==> config.mk <==
export PLATFORM = sky130hd
export DESIGN_NAME = memory_burst_reader
export DESIGN_NICKNAME = d
export VERILOG_FILES = /design/src/rtl/memory_burst_pkg.sv /design/src/rtl/memory_burst_reader_rising_edge_detect.sv /design/src/rtl/memory_burst_reader.sv
export SDC_FILE = /design/constraint.sdc
export NUM_CORES = 1
export LEC_CHECK = 0
export BUFFER_PORTS_ARGS = -buffer_cell sky130_fd_sc_hd__buf_4
export CORE_ASPECT_RATIO = 1.75
export CORE_UTILIZATION = 44
export DETAILED_ROUTE_END_ITERATION = 8
export GPL_TIMING_DRIVEN = 1
export PLACE_DENSITY = 0.73
export REMOVE_ABC_BUFFERS = 1
export SETUP_SLACK_MARGIN = 0.02
export SLEW_MARGIN = 20
export SYNTH_ARGS = -nofsm -noshare
export SYNTH_HDL_FRONTEND = slang
export SYNTH_HIERARCHICAL = 1
export SYNTH_SLANG_ARGS = --single-unit
export TNS_END_PERCENT = 100
==> constraint.sdc <==
create_clock -name i_clk -period 1.7 [get_ports i_clk]
set_input_delay 0.085 -clock i_clk [delete_from_list [all_inputs] [get_ports i_clk]]
set_output_delay 0.085 -clock i_clk [all_outputs]
set_load 0.005 [all_outputs]
==> src/rtl/memory_burst_pkg.sv <==
// Shared constants and FSM encoding for the burst reader and its port-A writer counterpart.
package memory_burst_pkg;

   localparam int unsigned DEF_ADDR_WIDTH = 16;
   localparam int unsigned DEF_DATA_WIDTH = 32;
   localparam int unsigned DEF_BEATS      = 4;

   typedef enum logic [1:0] {
      StIdle  = 2'd0,
      StIssue = 2'd1,
      StDrain = 2'd2,
      StHold  = 2'd3
   } state_t;

endpackage

==> src/rtl/memory_burst_reader_rising_edge_detect.sv <==
// Single-cycle pulse on a rising edge of a level input.
// The previous sample resets high so a level already high at reset release is ignored.
module rising_edge_detect (
   input  logic i_clk,
   input  logic i_reset,  // active-low, asynchronous
   input  logic i_in,
   output logic o_pulse
);

   logic r_prev;

   always_ff @(posedge i_clk or negedge i_reset) begin
      if (!i_reset) begin
         r_prev <= 1'b1;
      end else begin
         r_prev <= i_in;
      end
   end

   assign o_pulse = i_in & ~r_prev;

endmodule

==> src/rtl/memory_burst_reader.sv <==
// Reads BEATS consecutive words from memory port B and assembles them into one wide word,
// presented under a valid/ready handshake.
module memory_burst_reader
   import memory_burst_pkg::*;
#(
   parameter int unsigned ADDR_WIDTH   = DEF_ADDR_WIDTH,
   parameter int unsigned DATA_WIDTH   = DEF_DATA_WIDTH,
   parameter int unsigned BEATS        = DEF_BEATS,
   parameter int unsigned READ_LATENCY = 1
) (
   input  logic                        i_clk,
   input  logic                        i_reset,  // active-low, asynchronous
   input  logic                        i_trigger,
   input  logic [ADDR_WIDTH-1:0]       i_base_addr,
   output logic                        o_mem_en_b,
   output logic                        o_mem_we_b,
   output logic [ADDR_WIDTH-1:0]       o_mem_addr_b,
   input  logic [DATA_WIDTH-1:0]       i_mem_dout_b,
   output logic [BEATS*DATA_WIDTH-1:0] o_data_out,
   output logic                        o_data_valid,
   input  logic                        i_out_ready,
   output logic                        o_busy
);

   localparam int unsigned    CNT_W     = (BEATS > 1) ? $clog2(BEATS) : 1;
   localparam logic [CNT_W-1:0] LAST_BEAT = CNT_W'(BEATS - 1);

   state_t                      r_state;
   logic                        r_mem_en;
   logic [ADDR_WIDTH-1:0]       r_mem_addr;
   logic [CNT_W-1:0]            r_issue_cnt;
   logic [CNT_W-1:0]            r_cap_idx;
   logic [READ_LATENCY-1:0]     r_tag;
   logic [BEATS*DATA_WIDTH-1:0] r_data;
   logic                        r_data_valid;
   logic                        r_busy;

   logic w_start;
   logic w_capture;
   logic w_last_capture;

   rising_edge_detect u_trig_edge (
      .i_clk   (i_clk),
      .i_reset (i_reset),
      .i_in    (i_trigger),
      .o_pulse (w_start)
   );

   // The tag leaving the pipeline marks the cycle in which a requested word is on i_mem_dout_b.
   assign w_capture      = r_tag[READ_LATENCY-1];
   assign w_last_capture = w_capture && (r_cap_idx == LAST_BEAT);

   always_ff @(posedge i_clk or negedge i_reset) begin
      if (!i_reset) begin
         r_state      <= StIdle;
         r_mem_en     <= 1'b0;
         r_mem_addr   <= '0;
         r_issue_cnt  <= '0;
         r_data_valid <= 1'b0;
         r_busy       <= 1'b0;
      end else begin
         unique case (r_state)
            StIdle: begin
               if (w_start) begin
                  r_state     <= StIssue;
                  r_mem_en    <= 1'b1;
                  r_mem_addr  <= i_base_addr;
                  r_issue_cnt <= '0;
                  r_busy      <= 1'b1;
               end
            end
            StIssue: begin
               if (r_issue_cnt == LAST_BEAT) begin
                  r_mem_en <= 1'b0;
                  r_state  <= StDrain;
               end else begin
                  r_issue_cnt <= r_issue_cnt + CNT_W'(1);
                  r_mem_addr  <= r_mem_addr + ADDR_WIDTH'(1);
               end
            end
            StDrain: begin
               if (w_last_capture) begin
                  r_state      <= StHold;
                  r_data_valid <= 1'b1;
               end
            end
            StHold: begin
               if (i_out_ready) begin
                  r_state      <= StIdle;
                  r_data_valid <= 1'b0;
                  r_busy       <= 1'b0;
               end
            end
            default: r_state <= StIdle;
         endcase
      end
   end

   always_ff @(posedge i_clk or negedge i_reset) begin
      if (!i_reset) begin
         r_tag <= '0;
      end else begin
         r_tag[0] <= r_mem_en;
         for (int unsigned i = 1; i < READ_LATENCY; i++) begin
            r_tag[i] <= r_tag[i-1];
         end
      end
   end

   // Slots are not cleared at burst start; only data_valid qualifies the assembled word.
   always_ff @(posedge i_clk or negedge i_reset) begin
      if (!i_reset) begin
         r_cap_idx <= '0;
         r_data    <= '0;
      end else if (w_start && (r_state == StIdle)) begin
         r_cap_idx <= '0;
      end else if (w_capture) begin
         r_cap_idx <= r_cap_idx + CNT_W'(1);
         for (int unsigned i = 0; i < BEATS; i++) begin
            if (r_cap_idx == CNT_W'(i)) begin
               r_data[i*DATA_WIDTH +: DATA_WIDTH] <= i_mem_dout_b;
            end
         end
      end
   end

   assign o_mem_en_b   = r_mem_en;
   assign o_mem_we_b   = 1'b0;
   assign o_mem_addr_b = r_mem_addr;
   assign o_data_out   = r_data;
   assign o_data_valid = r_data_valid;
   assign o_busy       = r_busy;

endmodule

==> impl_metrics.toml <==
[global_routing]
grt_pass1_wl_mm = 27.5
grt_pass1_vias = 5387
grt_antenna_before_repair = 0
grt_start_max_net_pins = 53
grt_overflow = 0
grt_usage_pct = 23.7

[timing]
hold_ws_ns = 0.0201
period_minus_slack_ns = 1.66
relSlewSlack_pct = 66.6
finalMaxSlewViolations = 0
rsz0062_at_grt = "true"
skew_ns = 0.00940
setup_viol = 0
fin_tns_setup_ns = 0
worst_pin_slew_ns = 0.501
max_freq_mhz = 601
fin_crit_sh_pct = 97.8
hold_violations = 0

[layout]
final_common_cell = "buf_4"
antenna_cells = 0
layout_common_cells = "buf_4, dfrtp_1, mux2_2"
n_fill_cell = 1000
nNetsFinal = 819
drive_above_1_share_pct = 57.9
syn_to_final_growth_pct = 49.6

[logic_synthesis]
avgSynthCellArea_um2 = 14.0
syn_area_um2 = 6570
synth_area_leader_cell = "dfrtp_1"
yosysWarnings = 6
synthFlopType = "dfrtp_1"
ys_types = 55
synth_top_area_share_pct = 58.7
ys_ff_latch = 155
synth_edf_count = 0
async_flop_share_pct = 100
ys_top_cells_by_area = "dfrtp_1, mux2_2, ha_1"
synth-seq-area-share_pct = 59.1
syn-instance-count = 470

[cts]
cts_num_sinks = 155
cts_tree = "yes"
cts_buffer_depth = 2
ctsHtreeMaxLevel = 4
worstSkewPairLatency_ns = 0.41
path_clk_slew_ns = 0.07
clockRootBuffer = "clkbuf_16"
cts_inserted_buffers = 17

[power_and_ir_drop]
combPwrFrac_pct = 49.0
power_density_nw_per_um2 = 2080
p_int_mw = 13.5
seqPwrFrac_pct = 33.7
irDropWorstVdd_v = 0.000905
switching_power_mw = 6.91
swShare_pct = 33.9
clkPwrFrac_pct = 17.3
leakage_nw = 4.52

[setup_path]
cp-end-kind = "register"
crit_path_top_delay_cell = "dfstp_2"
crit_fanout = 9
slowest_delay_ns = 0.56
start_kind = "register"
crit_type = "register to register"
cp.arrival_ns = 1.96
cp_cell_sequence = "nor2b_4 > nand2b_2 > buf_4 > nand3_1 > nor3_1 > a311o_1"
required_ns = 2.00

[drt]
routed_wl_mm = 18.6
dr_total_vias = 5095
remaining_drc_errors = 0
first_pass_iters = 4
vias_per_cell = 5.37
ant_nets = 0
drtIter0Drc = 177
post_drt_wl_per_cell_um = 19.6

[placed_design]
place_congestion = 0.828
io_buffer_count = 198
dpl.hpwl_mm = 12.9

[floorplan]
num_io_pins = 200
die_area_um2 = 15400
initial_core_util_pct = 45.5
die_height_um = 164
num_rows = 58
die_w_um = 94.3
core_region_area_um2 = 14400

[job]
drv_cap = 0

[outcome]
outcome = "finished clean"

[hold_path]
hold_class = "input port to register"
[power by group through the flow]
| stage | sequential [mW] | clock, mW | combinational, mW |
|---|---|---|---|
| 2_1_floorplan | 6.81 | 0 | 4.15 |
| 5_1_grt | 7.09 | 3.75 | 10.7 |
| 3_3_place_gp | 6.79 | 0 | 8.98 |
| 3_5_place_dp | 6.88 | 0 | 9.29 |
| 4_1_cts | 6.83 | 3.59 | 9.50 |
| 6_report | 6.88 | 3.53 | 9.98 |
[layer usage]
| metal | vias up | part of all wire, % | track usage [%] |
|---|---|---|---|
| li1 | 2286 | - | - |
| met1 | 2566 | 35 | 23.2 |
| met2 | 189 | 57 | 45.4 |
| met3 | 54 | 3.9 | 3.86 |
| met4 | 0 | 4.6 | 13.1 |
| met5 | - | 0 | 0 |
[cell type report]
type                       count  area [um2]  area share [%]
clock inverter                14         128            1.30
sequential                   155        3880            39.5
tap                          180         225            2.29
timing repair buffer         291        2440            24.8
inverter                      10        37.5           0.382
clock buffer                  18         429            4.37
multi-input combinational    281        2690            27.3
[flip-flops by register name (all words and copies together), names as in the netlist]
register            cells
r_issue_cnt             2
o_data_out            128
u_trig_edge/r_prev      1
o_busy                  1
o_data_valid            1
o_mem_addr_b           16
r_cap_idx               2
r_tag                   1
r_state                 2
o_mem_en_b              1
[stage by stage]
stage          std cells  utilization, %  setup WS (ns)  instance area, um2  power, mW
2_1_floorplan        446               -         -0.780                6450       11.0
3_3_place_gp         873            59.8        -0.0236                8640       15.8
3_5_place_dp         873            59.8        -0.0786                8640       16.2
4_1_cts              944            66.7        0.00135                9630       19.9
5_1_grt              949            68.0        -0.0120                9820       21.5
6_report             949            68.0         0.0371                9820       20.4
[cell families (layout without fill, tap and decap cells)]
| family | count (synthesis) | count (layout) | synth area share, % |
|---|---|---|---|
| AOI/OAI and AO/OA | 53 | 53 | 6.00 |
| other | 1 | 1 | 0.0571 |
| buffers and inverters | 34 | 333 | 2.36 |
| DFF | 155 | 155 | 59.1 |
| muxes | 136 | 136 | 23.2 |
| xor gates and xnor gates | 1 | 1 | 0.133 |
| adders and majority gates | 11 | 11 | 2.10 |
| and+or+nand+nor | 79 | 79 | 7.07 |
[cell usage after synthesis (2+ instances only)]
cell       instances
inv_1              9
o2bb2ai_1          3
nor3b_1            2
dfrtp_1          154
o21ai_0            6
nand2b_1           5
and4_1             3
a22o_1             6
a211oi_1           3
a2bb2oi_1          2
a21oi_1            7
ha_1              11
nand3_1           13
nand2_1           17
a22oi_1            2
mux2_2           128
clkbuf_1           2
a311oi_1           4
and3_1             4
o22ai_1            6
nand4_1            6
nor3_1             4
nor2b_1            4
nor2_1             9
buf_2             19
mux2i_1            7
nand4b_1           3
buf_1              2
a21o_1             2
a221o_1            2
[final timing paths]
kind,start,to,slack (ns),cells past startpoint
max reg2reg,u_trig_edge/r_prev$_DFF_PN1_,o_mem_addr_b[10]$_DFFE_PN0P_,0.04,6
min in group asynchronous,i_reset,o_data_out[111]$_DFFE_PN0P_,0.19,2
max,u_trig_edge/r_prev$_DFF_PN1_,o_mem_addr_b[10]$_DFFE_PN0P_,0.04,6
max in group asynchronous,i_reset,u_trig_edge/r_prev$_DFF_PN1_,0.84,3
min,i_out_ready,o_data_valid$_DFFE_PN0P_,0.02,3
min reg2reg,o_mem_en_b$_DFFE_PN0P_,r_tag$_DFF_PN0_,0.48,0
[worst max-delay path, delay by kind of cell (launching register included)]
family / cells / cell delay (ns)
buffers and inverters: 1 / 0.17
and+or+nand+nor: 4 / 0.49
DFF: 1 / 0.56
AOI/OAI and AO/OA: 1 / 0.32
[timing repair]
action                                  in CTS  in global routing
setup buffers                                0                  1
pin swaps                                    0                  7
gates cloned                                 0                  4
gates resized for setup                     12                 25
endpoints found under the setup margin     141                140
hold buffers                                39                  0
endpoints found under the hold margin      182                  0
No activity file was read; power rests on OpenSTA's default activity.
